## src/rtl/enemy_ctrl.sv

```systemverilog
// enemy_ctrl: per-enemy behaviour controller sitting between collision/physics
// and the sprite renderer. MODE 0 is a walker that squashes when stomped,
// MODE 1 is a shell enemy that retreats into a kickable, sliding shell.
// All outputs are registered: an input pulse in cycle N shows up in cycle N+1.
// Optional macro ENEMY_ANIM_EN adds a two-frame walk animation; without it the
// walk sprite is static and no frame counter exists.
module enemy_ctrl #(
    parameter int          MODE         = 0,
    parameter int          SQUASH_TICKS = 50000000,
    parameter int          WAKE_TICKS   = 250000000,
    parameter int          ANIM_TICKS   = 12500000,
    parameter logic [5:0]  ID_WALK      = 6'd10,
    parameter logic [5:0]  ID_SQUASH    = 6'd12,
    parameter logic [5:0]  ID_SHELL     = 6'd14,
    parameter logic [5:0]  ID_NONE      = 6'd63
) (
    input  logic       clk,
    input  logic       rstn,
    input  logic       spawn,
    input  logic       despawn,
    input  logic       bump,
    input  logic       stomp,
    input  logic       kick,
    input  logic       kick_dir,
    output logic [5:0] id,
    output logic       oriental,
    output logic       moving,
    output logic       fast,
    output logic       live,
    output logic       showing,
    output logic       score_pulse
);

    // Timer width covers the largest tick count any counter has to reach.
    localparam int MAX_AB = (SQUASH_TICKS > WAKE_TICKS) ? SQUASH_TICKS : WAKE_TICKS;
    localparam int MAX_T  = (MAX_AB > ANIM_TICKS) ? MAX_AB : ANIM_TICKS;
    localparam int TW     = $clog2(MAX_T + 1);

    typedef enum logic [2:0] {
        HIDDEN   = 3'd0,
        WALK     = 3'd1,
        SQUASHED = 3'd2,
        SHELL    = 3'd3,
        SLIDE    = 3'd4
    } state_t;

    state_t          state;
    state_t          state_nx;
    logic [TW-1:0]   timer;
    logic [TW-1:0]   timer_nx;
    logic            orient_nx;
    logic            score_nx;
    logic [5:0]      walk_id;

`ifdef ENEMY_ANIM_EN
    logic [TW-1:0]   anim_cnt;
    logic [TW-1:0]   anim_nx;
    logic            frame;
    logic            frame_nx;
`endif

    // Counting up stops at all-ones so a long stay can never wrap back to zero.
    function automatic logic [TW-1:0] sat_inc(input logic [TW-1:0] t);
        return (&t) ? t : t + 1'b1;
    endfunction

    // Next-state decision: despawn beats everything, then stomp, kick, bump,
    // and at most one of them is acted on in a cycle.
    always_comb begin
        state_nx  = state;
        timer_nx  = timer;
        orient_nx = oriental;
        score_nx  = 1'b0;
        if (state != HIDDEN && despawn) begin
            state_nx = HIDDEN;
            timer_nx = '0;
        end else begin
            case (state)
                HIDDEN: begin
                    if (spawn) begin
                        state_nx  = WALK;
                        orient_nx = 1'b1;
                        timer_nx  = '0;
                    end
                end
                WALK: begin
                    if (stomp) begin
                        state_nx = (MODE == 1) ? SHELL : SQUASHED;
                        timer_nx = '0;
                        score_nx = 1'b1;
                    end else if (bump) begin
                        orient_nx = ~oriental;
                    end
                end
                SQUASHED: begin
                    if (timer == TW'(SQUASH_TICKS - 1)) begin
                        state_nx = HIDDEN;
                        timer_nx = '0;
                    end else begin
                        timer_nx = sat_inc(timer);
                    end
                end
                SHELL: begin
                    if (stomp) begin
                        timer_nx = '0;
                    end else if (kick) begin
                        state_nx  = SLIDE;
                        orient_nx = kick_dir;
                        timer_nx  = '0;
                    end else if (timer == TW'(WAKE_TICKS - 1)) begin
                        state_nx = WALK;
                        timer_nx = '0;
                    end else begin
                        timer_nx = sat_inc(timer);
                    end
                end
                SLIDE: begin
                    if (stomp) begin
                        state_nx = SHELL;
                        timer_nx = '0;
                        score_nx = 1'b1;
                    end else if (bump) begin
                        orient_nx = ~oriental;
                    end
                end
                default: begin
                    state_nx = HIDDEN;
                    timer_nx = '0;
                end
            endcase
        end
    end

`ifdef ENEMY_ANIM_EN
    // Walk animation: the frame flips every ANIM_TICKS cycles spent in WALK and
    // restarts at frame 0 whenever WALK is entered afresh.
    always_comb begin
        anim_nx  = '0;
        frame_nx = 1'b0;
        if (state == WALK && state_nx == WALK) begin
            if (anim_cnt == TW'(ANIM_TICKS - 1)) begin
                anim_nx  = '0;
                frame_nx = ~frame;
            end else begin
                anim_nx  = anim_cnt + 1'b1;
                frame_nx = frame;
            end
        end
        walk_id = frame_nx ? (ID_WALK + 6'd1) : ID_WALK;
    end
`else
    // Without animation the walk sprite never changes.
    always_comb begin
        walk_id = ID_WALK;
    end
`endif

    // State, timer and all outputs are registered from the next-state decision.
    always_ff @(posedge clk or negedge rstn) begin
        if (!rstn) begin
            state       <= HIDDEN;
            timer       <= '0;
            id          <= ID_NONE;
            oriental    <= 1'b1;
            moving      <= 1'b0;
            fast        <= 1'b0;
            live        <= 1'b0;
            showing     <= 1'b0;
            score_pulse <= 1'b0;
`ifdef ENEMY_ANIM_EN
            anim_cnt    <= '0;
            frame       <= 1'b0;
`endif
        end else begin
            state       <= state_nx;
            timer       <= timer_nx;
            oriental    <= orient_nx;
            score_pulse <= score_nx;
`ifdef ENEMY_ANIM_EN
            anim_cnt    <= anim_nx;
            frame       <= frame_nx;
`endif
            case (state_nx)
                WALK: begin
                    id      <= walk_id;
                    moving  <= 1'b1;
                    fast    <= 1'b0;
                    live    <= 1'b1;
                    showing <= 1'b1;
                end
                SQUASHED: begin
                    id      <= ID_SQUASH;
                    moving  <= 1'b0;
                    fast    <= 1'b0;
                    live    <= 1'b0;
                    showing <= 1'b1;
                end
                SHELL: begin
                    id      <= ID_SHELL;
                    moving  <= 1'b0;
                    fast    <= 1'b0;
                    live    <= 1'b0;
                    showing <= 1'b1;
                end
                SLIDE: begin
                    id      <= ID_SHELL;
                    moving  <= 1'b1;
                    fast    <= 1'b1;
                    live    <= 1'b1;
                    showing <= 1'b1;
                end
                default: begin
                    id      <= ID_NONE;
                    moving  <= 1'b0;
                    fast    <= 1'b0;
                    live    <= 1'b0;
                    showing <= 1'b0;
                end
            endcase
        end
    end

endmodule

```

## config.mk

```make
export PLATFORM = sky130hd
export DESIGN_NAME = enemy_ctrl
export DESIGN_NICKNAME = d
export VERILOG_FILES = /design/src/rtl/enemy_ctrl.sv
export SDC_FILE = /design/constraint.sdc
export NUM_CORES = 1
export LEC_CHECK = 0
export ABC_CLOCK_PERIOD_IN_PS = 4800
export BUFFER_PORTS_ARGS = -buffer_cell sky130_fd_sc_hd__clkbuf_2
export CORE_MARGIN = 4
export CORE_UTILIZATION = 36
export CTS_CLUSTER_DIAMETER = 200
export DETAILED_ROUTE_END_ITERATION = 8
export HOLD_SLACK_MARGIN = 0.06
export PLACE_DENSITY_LB_ADDON = 0.1
export RECOVER_POWER = 100
export SLEW_MARGIN = 5
export SYNTH_ARGS = -nofsm -noshare
export SYNTH_HDL_FRONTEND = slang
export SYNTH_SLANG_ARGS = --single-unit
export TNS_END_PERCENT = 100
```

## constraint.sdc

```tcl
create_clock -name clk -period 4.8 [get_ports clk]
set_input_delay 0.48 -clock clk [delete_from_list [all_inputs] [get_ports clk]]
set_output_delay 0.48 -clock clk [all_outputs]
set_load 0.01 [all_outputs]
```

# [Word level (Yosys, flattened, before mapping)]
# Cells that the tools add are included.
[classes] addsub=1 n_eq_ne=17 n_mux=31 bitwise=2 reduce_logical=11
[op_table] cell="28-bit 2-to-1 mux" n=8
[op_table] cell="28-bit case mux with 4 select lines" n=1
[op_table] cell="28-bit by 1-bit adder with 28-bit output (second input constant)" n=1
[op_table] cell="28-bit by 26-bit == test with 1-bit output (second input constant)" n=1
[op_table] cell="28-bit == test (second input constant)" n=1
[op_table] cell="28-bit AND reduction" n=1
[op_table] cell="3-bit 2-to-1 mux" n=8
[op_table] cell="6-bit case mux with 3 select lines" n=1
[op_table] cell="3-bit case mux with 5 select lines" n=1
[op_table] cell="3-bit by 2-bit == test with 1-bit output (second input constant)" n=4
[op_table] cell="1-bit 2-to-1 mux" n=11
[op_table] cell="2-bit inequality test (second input constant)" n=4
[op_table] cell="7-bit AND reduction" n=1
[op_table] cell="3-bit by 1-bit == test with 1-bit output (second input constant)" n=2
[op_table] cell="3-bit == test (second input constant)" n=2
[op_table] cell="3-bit nonzero test" n=2
[op_table] cell="2-bit OR reduction" n=3
[op_table] cell="4-bit OR reduction" n=1
[op_table] cell="3-bit zero test" n=1
[op_table] cell="3-bit by 1-bit inequality test with 1-bit output (second input constant)" n=1
[op_table] cell="3-bit inequality test (second input constant)" n=1
[op_table] cell="1-bit case mux with 3 select lines" n=1
[op_table] cell="2-bit by 1-bit inequality test with 1-bit output (second input constant)" n=1
[op_table] cell="1-bit NOT" n=2
[op_table] cell="2 further kinds" n=2
[totals] reg_bits=42 output_inout_bits=12 wordCells=70

# [Depth between registers and ports, before layout]
# Gate-level depths: netlist (run 1).
[depth] depth_word=9 ltp_mapped=8 ltp_nobuf=7

# [Worst setup path before layout (run 1)]
# No wires, ideal clock.
[synth_timing] kind="register -> register" from="register timer[0]" to="register timer[17]" arrival_time_ns=1.886 t_required_ns=4.679 path_slack_ns=2.793 path_stages_with_launch=9 synth_period_minus_slack_ns=2.007 cell_sequence="dfrtp_1 ha_1 and4_1 nand4b_1 o211ai_1 a21oi_2 buf_6 a21o_1 a22o_1"
[synth_between] elab_chain_cells=7
[synth_rtl] element="from (decl)" line="49" text="logic [TW-1:0] timer;"
[synth_rtl] element="from (signal assigned)" line="176" text="timer <= timer_nx;"
[synth_rtl] element="28-bit by 1-bit adder with 28-bit output or 28-bit AND reduction (tied branches)" line="64" text="return (&t) ? t : t + 1'b1;"
[synth_rtl] element="28-bit 2-to-1 mux" line="64"
[synth_rtl] element="28-bit 2-to-1 mux" line="110" text="end else if (timer == TW'(WAKE_TICKS - 1)) begin"
[synth_rtl] element="28-bit 2-to-1 mux" line="106" text="end else if (kick) begin"
[synth_rtl] element="28-bit 2-to-1 mux" line="104" text="if (stomp) begin"
[synth_rtl] element="28-bit case mux with 4 select lines (*)" line="78" text="case (state)"
[synth_rtl] element="28-bit 2-to-1 mux (*)" line="74" text="if (state != HIDDEN && despawn) begin"
# Every way passes the cells marked *; elsewhere a longest branch is shown, timed or not.
# A chain may end at the register's enable or synchronous reset.

# [Worst setup path in the final report (run 1)]
[layout_timing] from="register timer[0]" to="register timer[20]"
# The elaborated chain is that of the path after synthesis.

==> run metrics, run 1 <==
CTS Root Cell clkbuf_8; initial core utilization 37.4%; final hold vios 0; port bufs 18; Startpoint Class flip-flop; total leakage power 0.00104 uW; die width 89.4 um; switching portion of total power 35.1%; fillcell total 668; main flop type after synthesis dfrtp_1; cell-internal power 630 uW; fin crit share 59.8%; vias in the first global route 2009; Place WS 1.97 ns; Detailed Place HPWL 3.98 mm; final WL 5.80 mm; Netlist cell types 53; VDD IR max 192 uV; crit path time final 2.87 ns; Vias 2134; final global-route overflow total 0; mapped cell area 0.00239 mm^2; slew margin rel. -44.3%; Reg power frac 41.8%; DRC violation count after routing 0; Initial DRC Count 82; Pre-antenna DRT Iters 4; #FFs+latches synth 39; post-route ant nets 0; pin count of the biggest net entering global routing 55; actual slew at the worst max-slew pin 2.16 ns; setup ws final 1.93 ns; post-synth net total 281; clk slew on worst S/H paths 0.08 ns; yosys warns 0; Setup TNS Final 0 ns; Yosys top cell by area dfrtp_1; combinational power share 29.4%; core area 0.00639 mm^2; area share of the largest cell type after synthesis 36.7%; outcome finished, violations left; sequential area share after synthesis 41.1%; ys async rst share 100%; synth top area cells dfrtp_1 37%, a31oi_1 5.0%, a21oi_1 4.6%, nand2_1 4.6%, dfstp_2 4.4%; RSZ-0062 raised after global routing no; max_cap viols 1; GPL Wtd Cong 0.791; postcts setup bufs 0; initial antenna violation count 0; n_diodes 0; std cell rows 29; vias per cell 5.98; Post-synth EDFFs 0; Avg WL per Cell 16.3 um; failing checks capacitance limit, slew limit; Final setup viols 0; critical path class flip-flop to flip-flop; PwrDens 376 mW/mm^2; die area 0.00800 mm^2; final setup skew 0.00918 ns; count leader, synth dfrtp_1; Worst setup EP type flip-flop; crit path DAT 3.10 ns; P_sw 340 uW; Mapped Avg Cell Area 8.78 um^2; Worst Hold Class input pin to flip-flop; CTS Buffer Depth 2; CTS Hold Bufs 0; fin nets 288; hold_ws 0.513 ns; Syn Inst Count 272; first-pass GRT wire length 9.96 mm; Clk pwr share 28.9%; CTS tree done; IO Count 20; layout cells sized above 1 11.8%; H-tree Lvls 2; post-CTS resize count 0; area grow syn2layout 8.23%; CTS sink count 39; Worst Path Required 5.02 ns; maximum net fanout on the critical path 54; Post-synth top cells 35 x dfrtp_1, 29 x nand2_1, 22 x a21oi_1; CTS Buf Count 5; final core area utilization 40.5%; # placed instances 349; Max Slew Vio Count 40; later-pin clock latency in the skew report 0.30 ns; non-filler cells, final 357; Tot GR Track Use 16.0%; Die Y 89.4 um; Fmax achieved 348 MHz
-- state kept, by name, summed over array words and instances, names as in the netlist --
name and cells:
score_pulse 1, oriental 1, live 1, state 3, timer 28, id 3
showing 1, fast 1
-- cells by family (layout without fill, tap and decap cells) --
group / after synthesis / in the layout / synth area share [%]
flip-flops: 39 / 39 / 41.1
buffers and inverters: 28 / 36 / 5.97
multiplexers: 4 / 4 / 1.78
AO/OA/AOI/OAI: 86 / 86 / 23.7
adder cells (fa/ha/maj): 1 / 1 / 0.524
AND/OR/NAND/NOR: 112 / 112 / 26.4
XOR/XNOR: 1 / 1 / 0.367
other: 1 / 1 / 0.157
-- final timing paths --
check                                     startpoint                     to  slack, ns  cells past startpoint
worst min-delay path                         despawn  score_pulse$_DFF_PN0_       0.51                      2
worst min register to register  timer[0]$_DFFE_PN0P_   timer[0]$_DFFE_PN0P_       0.54                      1
worst max register to register  timer[0]$_DFFE_PN0P_  timer[20]$_DFFE_PN0P_       1.93                      7
worst max-delay path            timer[0]$_DFFE_PN0P_  timer[20]$_DFFE_PN0P_       1.93                      7
min in group asynchronous                       rstn  timer[27]$_DFFE_PN0P_       0.81                      1
max in group asynchronous                       rstn  timer[16]$_DFFE_PN0P_       2.76                      1
-- layer usage --
metal	track usage, %	up-vias	routed length [um]	part of all wire (%)
met3	3.32	5	242	4.2
met2	26.5	37	2770	48
li1	-	1037	-	-
met1	21.1	1055	2720	47
met5	0	-	0	0
met4	4.47	0	72	1.2
-- critical path, stage by stage (launching register included) --
cell      delay, ns
dfrtp_1        0.43
ha_1           0.26
and4_1         0.22
nand4b_1       0.16
o211ai_1       0.24
a21oi_4        1.03
o21ai_0        0.23
a21oi_1        0.22
-- power groups by stage --
stage | clock, uW | sequential, uW | combinational (uW)
after global routing | 305 | 413 | 328
final | 280 | 405 | 285
after detailed placement | 0 | 415 | 294
after CTS | 288 | 408 | 295
after floorplan | 0 | 410 | 227
after global placement | 0 | 413 | 296
-- cell type report --
class	count	area (um^2)	share of cell area (%)
tap	77	96.3	3.73
timing repair buffer	20	92.6	3.58
clock buffer	5	68.8	2.66
sequential	39	981	38.0
inverter	8	30.0	1.16
multi-input combinational	205	1270	49.2
clock inverter	3	43.8	1.69
-- metrics by stage --
stage | power [uW] | area [um^2]
after floorplan | 636 | 2390
after global placement | 708 | 2480
after detailed placement | 710 | 2480
after CTS | 991 | 2600
after global routing | 1050 | 2580
final | 970 | 2580
-- cells in the final DEF (no fill, tap or decap), drive strengths merged, types with 3 or more instances in the layout --
cell,n
nor2,21
nand4,11
dfrtp,35
a32oi,3
dfstp,4
nand3,12
a41oi,3
a31oi,20
a21oi,23
nand3b,3
a21o,5
nor4,5
o211ai,4
inv,8
nor3,7
o21ai,17
and4,5
a22o,5
and3,3
nand2,29
clkbuf,23
Power figures use the tool's default switching activity.
==> inputs of run 2 (changes only) <==
--- a/config.mk
+++ b/config.mk
@@ -5,7 +5,8 @@
 export SDC_FILE = /design/constraint.sdc
 export NUM_CORES = 1
 export LEC_CHECK = 0
-export ABC_CLOCK_PERIOD_IN_PS = 4800
+export ABC_AREA = 1
+export ABC_CLOCK_PERIOD_IN_PS = 2600
 export BUFFER_PORTS_ARGS = -buffer_cell sky130_fd_sc_hd__clkbuf_2
 export CORE_MARGIN = 4
 export CORE_UTILIZATION = 36
==> constraint.sdc (replaced) <==
create_clock -name clk -period 2.6 [get_ports clk]
set_input_delay 0.26 -clock clk [delete_from_list [all_inputs] [get_ports clk]]
set_output_delay 0.26 -clock clk [all_outputs]
set_load 0.01 [all_outputs]
==> run 2 against run 1 <==
  * The flow still finishes with violations (capacitance limit, slew limit)
  * Non-clock buffer count did not move
  * Cell area rose by 20%
  * Clock power rose by 94%
  * Critical path depth rose by 5
  * Global-route usage rose by 1.1 points
  * Critical path type unchanged
  * Sequential power rose by 77%
  * Worst setup slack got worse by 1.5 ns
  * Cell count rose by 52%
  * Synthesized area rose by 21%
  * Maximum frequency rose by 31%
  * Synthesized cell count rose by 57%
==> run metrics, run 2 <==
area share of the largest cell type after synthesis 30.4% (was 36.7%); Worst Path Required 2.80 ns (was 5.02 ns); H-tree Lvls 2 (unchanged); Yosys top cell by area dfrtp_1 (unchanged); fin crit share 84.4% (was 59.8%); later-pin clock latency in the skew report 0.30 ns (about the same); Hold Crit Depth 4 (was 2); Place WS 0.455 ns (was 1.97 ns); slew margin rel. -42.6% (was -44.3%); CTS Buf Count 5 (unchanged); # placed instances 535 (was 349); setup ws final 0.407 ns (was 1.93 ns); CTS Buffer Depth 2 (unchanged); register area 981 um^2 (unchanged); Mapped Avg Cell Area 6.76 um^2 (was 8.78 um^2); Avg WL per Cell 14.3 um (was 16.3 um); mapped cell area 0.00288 mm^2 (was 0.00239 mm^2); VDD IR max 304 uV (was 192 uV); Syn Inst Count 426 (was 272); Final setup viols 0 (unchanged); Pre-antenna DRT Iters 4 (unchanged); max_cap viols 1 (unchanged); sequential area share after synthesis 34.1% (was 41.1%); post-route ant nets 0 (unchanged); Max Slew Vio Count 40 (unchanged); initial antenna violation count 0 (unchanged); final WL 7.75 mm (was 5.80 mm); Tot GR Track Use 17.1% (was 16.0%); fillcell total 876 (was 668); #FFs+latches synth 39 (unchanged); Largest regs timer: 28 flops, id: 3 flops, state: 3 flops (unchanged); yosys warns 0 (unchanged); total power 1800 uW (was 970 uW); n_diodes 0 (unchanged); CTS sink count 39 (unchanged); RSZ-0062 raised after global routing no (unchanged); Post-Route M1 WL 4.12 mm (was 2.72 mm); post-CTS resize count 0 (unchanged); core area 0.00777 mm^2 (was 0.00639 mm^2); initial core utilization 37.1% (was 37.4%); GPL Wtd Cong 0.912 (was 0.791); DRC violation count after routing 0 (unchanged); Die Y 97.4 um (was 89.4 um); maximum net fanout on the critical path 23 (was 54); die area 0.00950 mm^2 (was 0.00800 mm^2); Detailed Place HPWL 5.99 mm (was 3.98 mm); outcome finished, violations left (unchanged); clk slew on worst S/H paths 0.09 ns (was 0.08 ns); final hold vios 0 (unchanged); actual slew at the worst max-slew pin 2.14 ns (was 2.16 ns); Post-synth top cells 124 x nand2_1, 58 x nor2_1, 52 x inv_1 (was 35 x dfrtp_1, 29 x nand2_1, 22 x a21oi_1); PwrDens 583 mW/mm^2 (was 376 mW/mm^2); multi-input combinational cell area 0.00158 mm^2 (was 0.00127 mm^2); max reg flops 28 (unchanged); die width 97.4 um (was 89.4 um); Worst Hold Class input pin to flip-flop (unchanged); IO Count 20 (unchanged); Post-synth EDFFs 0 (unchanged); Initial DRC Count 157 (was 82); Top reg by flops timer (unchanged); total leakage power 0.00148 uW (was 0.00104 uW); commonest non-fill, non-tap cells in the layout 125 x nand2_1, 60 x nor2_1, 53 x inv_1 (was 35 x dfrtp_1, 29 x nand2_1, 22 x a21oi_1); met3 WL 194 um (was 242 um); Fmax achieved 456 MHz (was 348 MHz); failing checks capacitance limit, slew limit (unchanged); non-filler cells, final 543 (was 357); DR top layer met4 (unchanged); CTS tree done (unchanged); port bufs 18 (unchanged); crit path DAT 2.39 ns (was 3.10 ns); CTS Root Cell clkbuf_8 (unchanged); Worst setup EP type flip-flop (unchanged); crit path time final 2.19 ns (was 2.87 ns); Netlist cell types 39 (was 53); pin count of the biggest net entering global routing 40 (was 55); CTS Hold Bufs 0 (unchanged); metal2 WL 3.36 mm (was 2.77 mm); count leader, synth nand2_1 (was dfrtp_1); std cell rows 32 (was 29); final core area utilization 39.9% (was 40.5%); Startpoint Class flip-flop (unchanged); final setup skew 0.00845 ns (was 0.00918 ns); layout cells sized above 1 11.1% (was 11.8%); critical path class flip-flop to flip-flop (unchanged); vias per cell 4.90 (was 5.98); post-synth net total 435 (was 281); final global-route overflow total 0 (unchanged); area grow syn2layout 7.52% (was 8.23%); first-pass GRT wire length 13.2 mm (was 9.96 mm); postcts setup bufs 0 (unchanged); Setup TNS Final 0 ns (unchanged); r2r setup slk 0.41 ns (was 1.93 ns); synth top area cells dfrtp_1 30%, nand2_1 16%, nor2_1 7.6%, nand3_1 6.8%, inv_1 6.8% (was dfrtp_1 37%, a31oi_1 5.0%, a21oi_1 4.6%, nand2_1 4.6%, dfstp_2 4.4%); fin nets 449 (was 288); most common cell after layout, fill and taps aside nand2_1 (was dfrtp_1); main flop type after synthesis dfrtp_1 (unchanged); vias in the first global route 2531 (was 2009); Vias 2661 (was 2134); ys async rst share 100% (unchanged); worst r2r path cells 12 (was 7)
==> run 2: layer usage <==
| layer | GRT usage (%) | up-vias |
|---|---|---|
| met2 | 25.7 | 32 |
| met4 | 3.62 | 0 |
| met3 | 2.66 | 7 |
| met5 | 0 | - |
| met1 | 25.8 | 1252 |
| li1 | - | 1370 |
==> run 2: critical path: stages (launching register included) <==
cell and delay, ns:
dfrtp_1 0.41, ha_1 0.28, inv_1 0.15, nor2_8 0.18, nand3_2 0.10, nor2_1 0.10
nand2_1 0.06, nand2_1 0.09, nand2_2 0.31, nand2_2 0.24, nand2_1 0.07, nand2_1 0.06
inv_1 0.03
==> run 2: logic make-up (layout without fill, tap and decap cells) <==
kind of cell             after synthesis  count (layout)  share of synthesized area [%]
buffers and inverters                 67              82                           10.6
XOR/XNOR                               8               8                           2.43
adder cells (fa/ha/maj)                1               1                          0.434
multiplexers                           1               1                          0.391
AND/OR/NAND/NOR                      276             276                           45.2
flip-flops                            39              39                           34.1
AO/OA/AOI/OAI                         33              33                           6.73
other                                  1               1                          0.130
==> run 2: final timing paths <==
kind,start,to
worst max-delay path,timer[0]$_DFFE_PN0P_,timer[25]$_DFFE_PN0P_
min in group asynchronous,rstn,timer[6]$_DFFE_PN0P_
worst min-delay path,kick_dir,oriental$_DFFE_PN1P_
worst min register to register,oriental$_DFFE_PN1P_,oriental$_DFFE_PN1P_
max in group asynchronous,rstn,timer[23]$_DFFE_PN0P_
worst max register to register,timer[0]$_DFFE_PN0P_,timer[25]$_DFFE_PN0P_
==> run 2: final cells by class <==
type | instances | share of cell area (%)
Multi-Input combinational cell | 320 | 50.9
Sequential cell | 39 | 31.7
Inverter | 54 | 6.55
Tap cell | 102 | 4.12
Timing Repair Buffer | 20 | 2.99
Clock buffer | 6 | 2.67
Clock inverter | 2 | 1.13
==> run 2: where the power goes <==
group	switching [uW]	internal, uW
Sequential	34.3	680
Clock	231	311
Combinational	401	147
==> run 2: through the flow <==
| step | instance area [um^2] | hold WS, ns |
|---|---|---|
| finish | 3100 | 0.317 |
| global placement | 3010 | 0.485 |
| global route | 3100 | 0.344 |
| CTS | 3130 | 0.157 |
| detailed placement | 3010 | 0.488 |
| floorplan | 2880 | -0.0356 |
